## config.mk

```make
export PLATFORM = sky130hd
export DESIGN_NAME = ay_psg_core
export DESIGN_NICKNAME = d
export VERILOG_FILES = /design/src/rtl/ay_psg_core.sv
export SDC_FILE = /design/constraint.sdc
export NUM_CORES = 1
export LEC_CHECK = 0
export CAP_MARGIN = 20
export CORE_MARGIN = 8
export CORE_UTILIZATION = 30
export DETAILED_ROUTE_END_ITERATION = 7
export PLACE_DENSITY_LB_ADDON = 0.2
export SETUP_SLACK_MARGIN = 0.05
export SKIP_CTS_REPAIR_TIMING = 1
export SYNTH_ARGS = -nofsm -noshare
export SYNTH_HDL_FRONTEND = slang
export SYNTH_SLANG_ARGS = --single-unit
```

## constraint.sdc

```tcl
create_clock -name Clk -period 3 [get_ports Clk]
set_input_delay 0.6 -clock Clk [delete_from_list [all_inputs] [get_ports Clk]]
set_output_delay 0.6 -clock Clk [all_outputs]
set_load 0.02 [all_outputs]
```

## src/rtl/ay_psg_core.sv

```systemverilog
// ---------------------------------------------------------------------------
// ay_psg_core -- AY-3-8912 compatible programmable sound generator core.
//
// Contains a 16-entry register file, three square-wave tone generators, a
// 17-bit noise LFSR, an envelope generator and the logarithmic volume table.
// Each channel produces an unsigned 12-bit level for the downstream mixer.
// The sum of any two channels is at most 8190, which fits a 13-bit mixer.
//
// Build option:
//   PSG_IOA_EN  When defined, I/O port A works. R7 bit6 = 1 makes the port an
//               output, and R14 then drives IoaOut. When undefined, IoaOut is
//               fixed at 8'hFF, R14 writes are dropped and R14 reads return
//               IoaIn.
//
// Ports:
//   Clk      system clock
//   Reset    synchronous, active-high reset
//   ClkEn    AY master-clock enable (1 MHz), one Clk wide
//   RegAddr  register select
//   RegDin   register write data
//   RegWe    register write strobe, one Clk wide, independent of ClkEn
//   RegDout  combinational read data for RegAddr (unused bits read as 0)
//   IoaIn    port A input pins
//   IoaOut   port A output latch (8'hFF when the port is an input)
//   ChA/B/C  registered channel levels, one Clk after a gate/volume change
// ---------------------------------------------------------------------------
module ay_psg_core #(
  parameter int TONE_DIV_LOG2 = 3,
  parameter int VOL_W         = 12
) (
  input  logic             Clk,
  input  logic             Reset,
  input  logic             ClkEn,
  input  logic [3:0]       RegAddr,
  input  logic [7:0]       RegDin,
  input  logic             RegWe,
  output logic [7:0]       RegDout,
  input  logic [7:0]       IoaIn,
  output logic [7:0]       IoaOut,
  output logic [VOL_W-1:0] ChA,
  output logic [VOL_W-1:0] ChB,
  output logic [VOL_W-1:0] ChC
);

  localparam int PRESC_W = TONE_DIV_LOG2 + 1;

  // Register file: bits a register does not implement are stored as 0.
  function automatic logic [7:0] wr_mask(input logic [3:0] addr);
    case (addr)
      4'd1, 4'd3, 4'd5, 4'd13: wr_mask = 8'h0F;
      4'd6, 4'd8, 4'd9, 4'd10: wr_mask = 8'h1F;
      default:                 wr_mask = 8'hFF;
    endcase
  endfunction

  logic [7:0] regs [16];
  logic       reg_wr_ok;

`ifdef PSG_IOA_EN
  assign reg_wr_ok = RegWe && (RegAddr != 4'd15);
`else
  assign reg_wr_ok = RegWe && (RegAddr < 4'd14);
`endif

  // NOTE: every register has an architectural reset value, so this array is
  // built from flops (not RAM) and is cleared element by element.
  always_ff @(posedge Clk) begin
    if (Reset) begin
      for (int i = 0; i < 16; i++) regs[i] <= '0;
    end else if (reg_wr_ok) begin
      regs[RegAddr] <= RegDin & wr_mask(RegAddr);
    end
  end

  // Read mux. R14 is the port A pin/latch view; R15 (port B) is not bonded.
  // NOTE: assigning RegDout before the case means no path leaves it
  // unassigned, so no latch is inferred.
  always_comb begin
    RegDout = regs[RegAddr];
    case (RegAddr)
`ifdef PSG_IOA_EN
      4'd14:   RegDout = regs[7][6] ? regs[14] : IoaIn;
`else
      4'd14:   RegDout = IoaIn;
`endif
      4'd15:   RegDout = 8'hFF;
      default: ;
    endcase
  end

`ifdef PSG_IOA_EN
  assign IoaOut = regs[7][6] ? regs[14] : 8'hFF;
`else
  assign IoaOut = 8'hFF;
`endif

  // Tick generation. The low bits give the tone tick. The full prescaler
  // gives the noise/envelope tick, at half the tone rate.
  logic [PRESC_W-1:0] presc;
  logic               tone_tick;
  logic               slow_tick;

  assign tone_tick = ClkEn && (&presc[TONE_DIV_LOG2-1:0]);
  assign slow_tick = ClkEn && (&presc);

  // NOTE: state registers use non-blocking assignments so every flop samples
  // pre-edge values regardless of statement order.
  always_ff @(posedge Clk) begin
    if (Reset)      presc <= '0;
    else if (ClkEn) presc <= presc + 1'b1;
  end

  // Noise generator. The period counter uses the same rule as the tones:
  // a ">=" compare, so lowering the period below the count wraps at once.
  logic [4:0]  noise_per;
  logic [4:0]  noise_cnt;
  logic [16:0] lfsr;

  assign noise_per = (regs[6][4:0] == 5'd0) ? 5'd1 : regs[6][4:0];

  always_ff @(posedge Clk) begin
    if (Reset) begin
      noise_cnt <= '0;
      lfsr      <= 17'h00001;
    end else if (slow_tick) begin
      if ({1'b0, noise_cnt} + 6'd1 >= {1'b0, noise_per}) begin
        noise_cnt <= '0;
        lfsr      <= {lfsr[0] ^ lfsr[3], lfsr[16:1]};
      end else begin
        noise_cnt <= noise_cnt + 5'd1;
      end
    end
  end

  // Envelope generator. A hold is represented as step = 15 with env_att
  // chosen so the level formula yields the held value (0 or 15). This keeps
  // the level path to a single expression.
  logic [15:0] env_per;
  logic [15:0] env_cnt;
  logic [3:0]  env_step;
  logic        env_att;
  logic        env_holding;
  logic [3:0]  env_level;
  logic        env_wr;
  logic        shp_cont, shp_alt, shp_hold;

  assign env_per   = ({regs[12], regs[11]} == 16'd0) ? 16'd1 : {regs[12], regs[11]};
  assign env_level = env_att ? env_step : (4'd15 - env_step);
  assign env_wr    = RegWe && (RegAddr == 4'd13);
  assign shp_cont  = regs[13][3];
  assign shp_alt   = regs[13][1];
  assign shp_hold  = regs[13][0];

  always_ff @(posedge Clk) begin
    if (Reset) begin
      env_cnt     <= '0;
      env_step    <= '0;
      env_att     <= 1'b0;
      env_holding <= 1'b0;
    end else if (env_wr) begin
      // A shape write restarts the envelope and takes priority over a
      // coincident tick.
      env_cnt     <= '0;
      env_step    <= '0;
      env_att     <= RegDin[2];
      env_holding <= 1'b0;
    end else if (slow_tick && !env_holding) begin
      if ({1'b0, env_cnt} + 17'd1 >= {1'b0, env_per}) begin
        env_cnt <= '0;
        if (env_step != 4'd15) begin
          env_step <= env_step + 4'd1;
        end else if (!shp_cont) begin
          env_holding <= 1'b1;
          env_att     <= 1'b0;
        end else if (shp_hold) begin
          env_holding <= 1'b1;
          env_att     <= shp_alt ? ~env_att : env_att;
        end else begin
          env_step <= '0;
          if (shp_alt) env_att <= ~env_att;
        end
      end else begin
        env_cnt <= env_cnt + 16'd1;
      end
    end
  end

  // Logarithmic volume table (about 3 dB per step).
  function automatic logic [11:0] vol_to_level(input logic [3:0] vol);
    case (vol)
      4'd0:    vol_to_level = 12'd0;
      4'd1:    vol_to_level = 12'd32;
      4'd2:    vol_to_level = 12'd45;
      4'd3:    vol_to_level = 12'd64;
      4'd4:    vol_to_level = 12'd91;
      4'd5:    vol_to_level = 12'd128;
      4'd6:    vol_to_level = 12'd181;
      4'd7:    vol_to_level = 12'd256;
      4'd8:    vol_to_level = 12'd362;
      4'd9:    vol_to_level = 12'd512;
      4'd10:   vol_to_level = 12'd724;
      4'd11:   vol_to_level = 12'd1024;
      4'd12:   vol_to_level = 12'd1448;
      4'd13:   vol_to_level = 12'd2048;
      4'd14:   vol_to_level = 12'd2896;
      default: vol_to_level = 12'd4095;
    endcase
  endfunction

  // Per-channel tone generator, mixer gate and output register.
  logic [VOL_W-1:0] ch_lvl [3];

  for (genvar g = 0; g < 3; g++) begin : g_chan
    logic [11:0]      tone_per;
    logic [11:0]      tone_cnt;
    logic             tone_q;
    logic             gate;
    logic [3:0]       vol;
    logic [VOL_W-1:0] lvl_q;

    assign tone_per = ({regs[2*g+1][3:0], regs[2*g]} == 12'd0) ?
                      12'd1 : {regs[2*g+1][3:0], regs[2*g]};

    always_ff @(posedge Clk) begin
      if (Reset) begin
        tone_cnt <= '0;
        tone_q   <= 1'b0;
      end else if (tone_tick) begin
        if ({1'b0, tone_cnt} + 13'd1 >= {1'b0, tone_per}) begin
          tone_cnt <= '0;
          tone_q   <= ~tone_q;
        end else begin
          tone_cnt <= tone_cnt + 12'd1;
        end
      end
    end

    // R7 bits are disables: a set bit forces that source's term high.
    assign gate = (tone_q | regs[7][g]) & (lfsr[0] | regs[7][g+3]);
    assign vol  = regs[8+g][4] ? env_level : regs[8+g][3:0];

    always_ff @(posedge Clk) begin
      if (Reset) lvl_q <= '0;
      else       lvl_q <= gate ? vol_to_level(vol) : '0;
    end

    assign ch_lvl[g] = lvl_q;
  end

  assign ChA = ch_lvl[0];
  assign ChB = ch_lvl[1];
  assign ChC = ch_lvl[2];

endmodule

```

==> metrics.md <==
| Metric | Value |
|---|---|
| Status | `completed` |
| Final Power | `8.80 mW` |
| Vias in the first global route | `10.6k` |
| Post-route DRC | `0` |
| Multi-input combinational cell area | `7630 um2` |
| Slew @ Worst Pin | `1.05 ns` |
| Tmin final | `roughly 3.0 ns` |
| Leading post-synthesis cells by cell area | `edfxtp_1, dfxtp_1, ha_1` |
| Critical path buffers and inverters | `3` |
| ANT nets after route | `0` |
| Initial DRC Count | `775` |
| First-pass GRT wire length | `62,700 um` |
| Most frequent cells in the layout | `nor2_1, edfxtp_1, buf_4` |
| NumNets Final | `1,674` |
| Finished Layout Cells | `2,201` |
| Clock-pin slew on the worst setup and hold paths | `0.07 ns` |
| Max VDD drop | `between 0.0004 and 0.0005 V` |
| Hpwl dp | `roughly 30,000 um` |
| Die H | `232 um` |
| Synth area leader | `edfxtp_1` |
| Worst R2R Setup Slack | `around 0.015 ns` |
| Final setup violation count | `0` |
| Crit path cell chain | `buf_6, nand4_1, nor2_2, and4_4, nand3_4, xnor2_2, ha_1, o21a_1, o211ai_1, o211ai_4, buf_12, nor2_4, buf_4, nand3b_1, a21oi_1` |
| Die Area | `approximately 54,000 um2` |
| Max_cap viols | `0` |
| Syn Std Cell Area | `roughly 14,000 um2` |
| Clk root buf | `clkbuf_16` |
| Synth warnings | `0` |
| Startpoint Class | `flop` |
| Fillers | `between 4k and 5k` |
| CTS tree | `yes` |
| Drt first pass iters | `5` |
| Final Instance Area | `18,000 um2` |
| H-tree lvl count | `1` |
| Most common cell after layout, fill and taps aside | `nor2_1` |
| Final Hold Violating Endpoints | `0` |
| Sequential-to-total area share from yosys stat | `45.1%` |
| Inst Count DP | `~2.1k` |
| PortBufs | `67` |
| Clk_lat worst skew | `0.57 ns` |
| Core area | `46,300 um2` |
| Grt ovf | `0` |
| Cell Area, Placed | `16,100 um2` |
| Pre-CTS setup slack | `-0.822 ns` |
| Worst EP arrival | `3.50 ns` |
| GPL Wtd Cong | `0.835` |
| Final Max Slew Viols | `0` |
| Kind of critical path | `flop to flop` |
| Leakage | `7.26 nW` |
| Setup Skew | `0.0192 ns` |
| RSZ-0062 raised after global routing | `true` |
| Cells after Synth | `roughly 1.4k` |
| Largest net degree at the start of global routing | `60` |
| CP delay by family, top | `simple AND/OR/NAND/NOR gates` |
| Routed vias/inst | `approximately 5` |
| Bufs on Longest Clock Path | `3` |
| Synth Flop Type | `edfxtp_1` |
| Avg Cell Area, Syn | `9.91 um2` |
| Layout cell share with drive strength beyond 1 | `between 20% and 30%` |
| Max Clk Rate | `~0.34 GHz` |
| Hold Path Class | `flop to flop` |
| Setup ws final | `between 0.015 and 0.02 ns` |
| Worst relative slew slack | `28.3%` |
| Register area | `around 6300 um2` |
| Synth async-reset ratio | `0%` |
| Number of synthesized flops with an enable pin | `about 130` |
| Clock Sinks | `251` |
| Synth unique cells | `74` |
| Pwr dens | `490 nW/um2` |
| Crit Path Max Fanout | `6` |
| Fraction of synthesized cell area taken by the top area cell type | `a little over a quarter` |
| I/O pin cnt | `76` |
| Synth Register Bits | `251` |
| Critical Path RT | `3.51 ns` |
| Std-Cell Rows | `roughly 80` |
| Initial Utilization | `30.2%` |
| Initial antenna violation count | `3` |
| Total CTS buffers | `30` |
| Crit end category | `flop` |
| Routed via count | `approximately 11k` |
| Chip width | `232 um` |
| WL final | `41,800 um` |
| Hold_ws | `0.465 ns` |
| Area Overhead vs Synth | `28.5%` |
| Drt wl/cell | `19.0 um` |
| Final period utilization | `99.5%` |
| CP max-delay cell | `dfxtp_2` |
| CP max stage delay | `0.36 ns` |
| Total GRT Usage | `~15%` |
[power breakdown]
| group | total, mW | switching, mW | internal, mW |
|---|---|---|---|
| logic | 0.952 | 0.556 | 0.397 |
| clock network | 3.99 | 1.55 | 2.44 |
| registers | 3.85 | 0.115 | 3.74 |
[worst register-to-register path, stage by stage (launching register included)]
cell and delay (ns):
dfxtp_2 0.36, buf_6 0.10, nand4_1 0.17, nor2_2 0.19
and4_4 0.28, nand3_4 0.09, xnor2_2 0.15, ha_1 0.31
o21a_1 0.17, o211ai_1 0.28, o211ai_4 0.13, buf_12 0.16
nor2_4 0.12, buf_4 0.19, nand3b_1 0.09, a21oi_1 0.13
[cells by family (layout without fill, tap and decap cells)]
family / after synthesis / after routing / share of synthesized area [%]
other: 2 / 11 / 0.0537
muxes: 78 / 78 / 8.57
and+or+nand+nor: 543 / 543 / 19.0
adders and majority gates: 82 / 82 / 7.34
DFF: 251 / 251 / 45.1
buffers and inverters: 154 / 327 / 4.75
AOI/OAI and AO/OA: 242 / 242 / 11.4
xor gates and xnor gates: 60 / 60 / 3.81
[final timing paths]
kind,startpoint,end,cells past startpoint
max reg2reg,env_cnt[0]$_SDFFE_PP0P_,env_cnt[10]$_SDFFE_PP0P_,15
min reg2reg,g_chan[2].tone_cnt[5]$_SDFFE_PP0P_,g_chan[2].tone_cnt[5]$_SDFFE_PP0P_,2
min,g_chan[2].tone_cnt[5]$_SDFFE_PP0P_,g_chan[2].tone_cnt[5]$_SDFFE_PP0P_,2
max,env_cnt[0]$_SDFFE_PP0P_,env_cnt[10]$_SDFFE_PP0P_,15
[routing by layer]
metal	GRT usage [%]	wire (um)	vias to the layer above
li1	-	-	5390
met1	20.7	19200	5373
met2	22.7	18800	304
met3	3.10	2700	51
met4	4.94	1050	0
met5	0	0	-
[per-stage QoR]
stage,setup TNS [ns],util (%)
final,0,38.9
after global routing,-2.12,38.8
after CTS,-6.99,37.1
after detailed placement,-6.59,34.8
after global placement,-6.17,34.8
after floorplan,0,-
[registers in the layout (all words and copies together) (netlist names), 4 cells and up]
register / flops
regs: 128
g_chan.tone_cnt: 36
lfsr: 17
env_cnt: 16
ChA: 12
ChB: 12
ChC: 12
noise_cnt: 5
env_step: 4
presc: 4
[cell type report]
type | instances | area share (%)
multi-input cells | 1014 | 42.4
flip-flops and latches | 251 | 35.2
repair buffers | 205 | 10.7
clock buffers | 35 | 4.51
well taps | 607 | 4.22
clock inverters | 21 | 1.50
inverters | 66 | 1.38
diodes | 2 | 0.0278
[cells in the mapped netlist, types with 6 or more instances]
library cell	n
a211oi_1	7
a21o_1	9
a21oi_1	70
a31oi_1	8
a32o_1	7
a32oi_1	10
and2_1	53
and3_1	37
and4_1	6
buf_1	8
buf_2	17
buf_4	12
clkbuf_1	47
dfxtp_1	123
edfxtp_1	128
ha_1	82
inv_1	65
mux2_2	8
mux2i_1	36
mux4_2	32
nand2_1	107
nand2b_1	8
nand3_1	55
nand3b_1	8
nand4_1	10
nor2_1	175
nor2b_1	19
nor3_1	27
nor4_1	11
o211ai_1	7
o21a_1	11
o21ai_0	53
o21ai_1	11
o221ai_1	11
o31ai_1	9
xnor2_1	30
xor2_1	29
Power figures use the tool's default switching activity.
==> patch: new RTL, config.mk and constraints unchanged <==
`TONE_DIV_LOG2`: 3 -> 4.
--- a/src/rtl/ay_psg_core.sv
+++ b/src/rtl/ay_psg_core.sv
@@ -27,3 +27,3 @@
 module ay_psg_core #(
-  parameter int TONE_DIV_LOG2 = 3,
+  parameter int TONE_DIV_LOG2 = 4,
   parameter int VOL_W         = 12
Formal check against the unedited RTL: not equivalent (Yosys sat finds a counterexample within 10 cycles, from zero or initial values and one cycle with Reset high).
==> patch against the original RTL <==
  * The flow now finishes with violations (setup timing)
  * Largest power group is now sequential cells
  * Area after synthesis is 2.0% lower
  * Sequential cell count is 1 higher
  * Clock power shrank 5%
  * Wire length is 1.5% lower
  * Total power fell by 1.3%
  * Highest routed layer unchanged
  * Final area shrank 2.1%
  * Setup slack worse by 52 ps
  * First-iteration DRC count grew 5.3%
==> patch: results (changes against the original RTL) <==
Placed design
The instance area at placement is 0.0158 mm2 (-1.5%). The number of placed instances, taps included is 2,077 (-2.1%). The post-place setup slack is -461 ps (+361 ps). The final estimated routing congestion in global placement is 0.880 (+5.4%). The final HPWL from detailed placement came to 30,200 um (-0.47%).

Critical path
The cell class contributing the biggest share of worst-path delay is multiplexers. The endpoint arrival time on the critical path is 2440 ps (-1060 ps). The delay contributed by the slowest stage of the critical path is 510 ps (+150 ps).

The largest fanout of any net on the critical path is 2 (-4). On the critical path, the stage with the largest delay is an instance of sky130_fd_sc_hd__mux4_2.

Global routing
The global routing usage summed across all routing layers was 14.8% (-0.022 points). The maximum number of pins on one net before global-route repair was 37 (-38%). The global-route wire length before repair is 61,900 um (-1.3%). The initial antenna violation count is 1 (-2). The number of global-route vias before repair is 10,415 (-1.9%).

Pwr
The largest vdd supply drop is 0.000385 V (-5.8%). The cell leakage power is 0.00710 uW (-2.2%). The power density of the placed cells was 493 mW/mm2 (+0.77%).

Yosys
The sequential cell area fraction in the yosys report is 46.2% (+1.1 points). The distinct cell type count of the synthesized netlist is 67 (-9.5%). Ranked by instance count, the synthesized netlist is headed by sky130_fd_sc_hd__nor2_1 (176), sky130_fd_sc_hd__edfxtp_1 (128), sky130_fd_sc_hd__dfxtp_1 (124), sky130_fd_sc_hd__nand2_1 (106), sky130_fd_sc_hd__ha_1 (82).

Finish
The final net count was 1,655 (-1.1%). The count of inserted antenna diode cells is 0 (-2). The fraction of final layout cells sized beyond drive strength 1 is 23.0% (+0.35 points). The final instance count without filler cells is 2,172 (-1.3%).

Timing
The worst-case setup margin in the final layout is -36.2 ps (-51.6 ps). The count of endpoints failing setup in the final report is 1 (+1). The setup TNS came to -36.2 ps (-36.2 ps). The tightest slew margin relative to the limit came to 27.1% (-1.2 points).

Run status
The run finished, with violations left. The final reports fail on setup timing.

Routing
The count of TritonRoute iterations in the first routing pass was 5 (unchanged). The routed wire length is 41,100 um (-1.5%). The initial DRC count was 816 (+5.3%).

Clocking
After clock tree synthesis, the clock-pin slew on the worst setup and hold paths is 60 ps.
==> patch: final cells by class <==
| type | instances | area (um2) |
|---|---|---|
| clock buffers | 36 | 795 |
| fillers | 4501 | 27700 |
| flip-flops and latches | 252 | 6340 |
| multi-input cells | 970 | 7220 |
| repair buffers | 224 | 2000 |
| clock inverters | 19 | 226 |
| well taps | 600 | 751 |
| inverters | 71 | 267 |
==> patch: per-layer routing <==
metal	routed length (um)	vias up	GRT usage, %	share of wire (%)
met5	0	-	0	0
met4	1040	0	4.43	2.5
met3	3280	59	3.71	8.0
met2	18300	369	22.6	45
met1	18500	5290	20.5	45
li1	-	5258	-	-
==> patch: path summary, 6_finish.rpt <==
check	start	depth (start not counted)	slack (ps)	to
hold reg to reg	noise_cnt[1]	2	480	noise_cnt[1]
hold / removal	noise_cnt[1]	2	480	noise_cnt[1]
setup / recovery	regs[12][6]	6	-40	RegDout[6]
setup reg to reg	env_cnt[6]	13	70	env_att
==> patch: logic make-up after synthesis <==
logic type | count (synthesis) | synth area share [%]
other | 2 | 0.0548
XOR/XNOR | 61 | 3.90
flip-flops | 252 | 46.2
AND/OR/NAND/NOR | 518 | 18.0
adder cells (fa/ha/maj) | 82 | 7.49
AO/OA/AOI/OAI | 219 | 10.6
multiplexers | 80 | 9.58
buffers and inverters | 144 | 4.31
==> patch: power by group <==
group	total (uW)	internal [uW]	switching (uW)
sequential	3870	3750	114
combinational	1030	455	577
clock	3790	2300	1490
total	8680	6510	2180
==> patch: worst min-delay path, cell delays in order, from the launching register on <==
cell and delay [ps]:
sky130_fd_sc_hd__dfxtp_1 330, sky130_fd_sc_hd__nand2_1 60, sky130_fd_sc_hd__a21oi_1 50
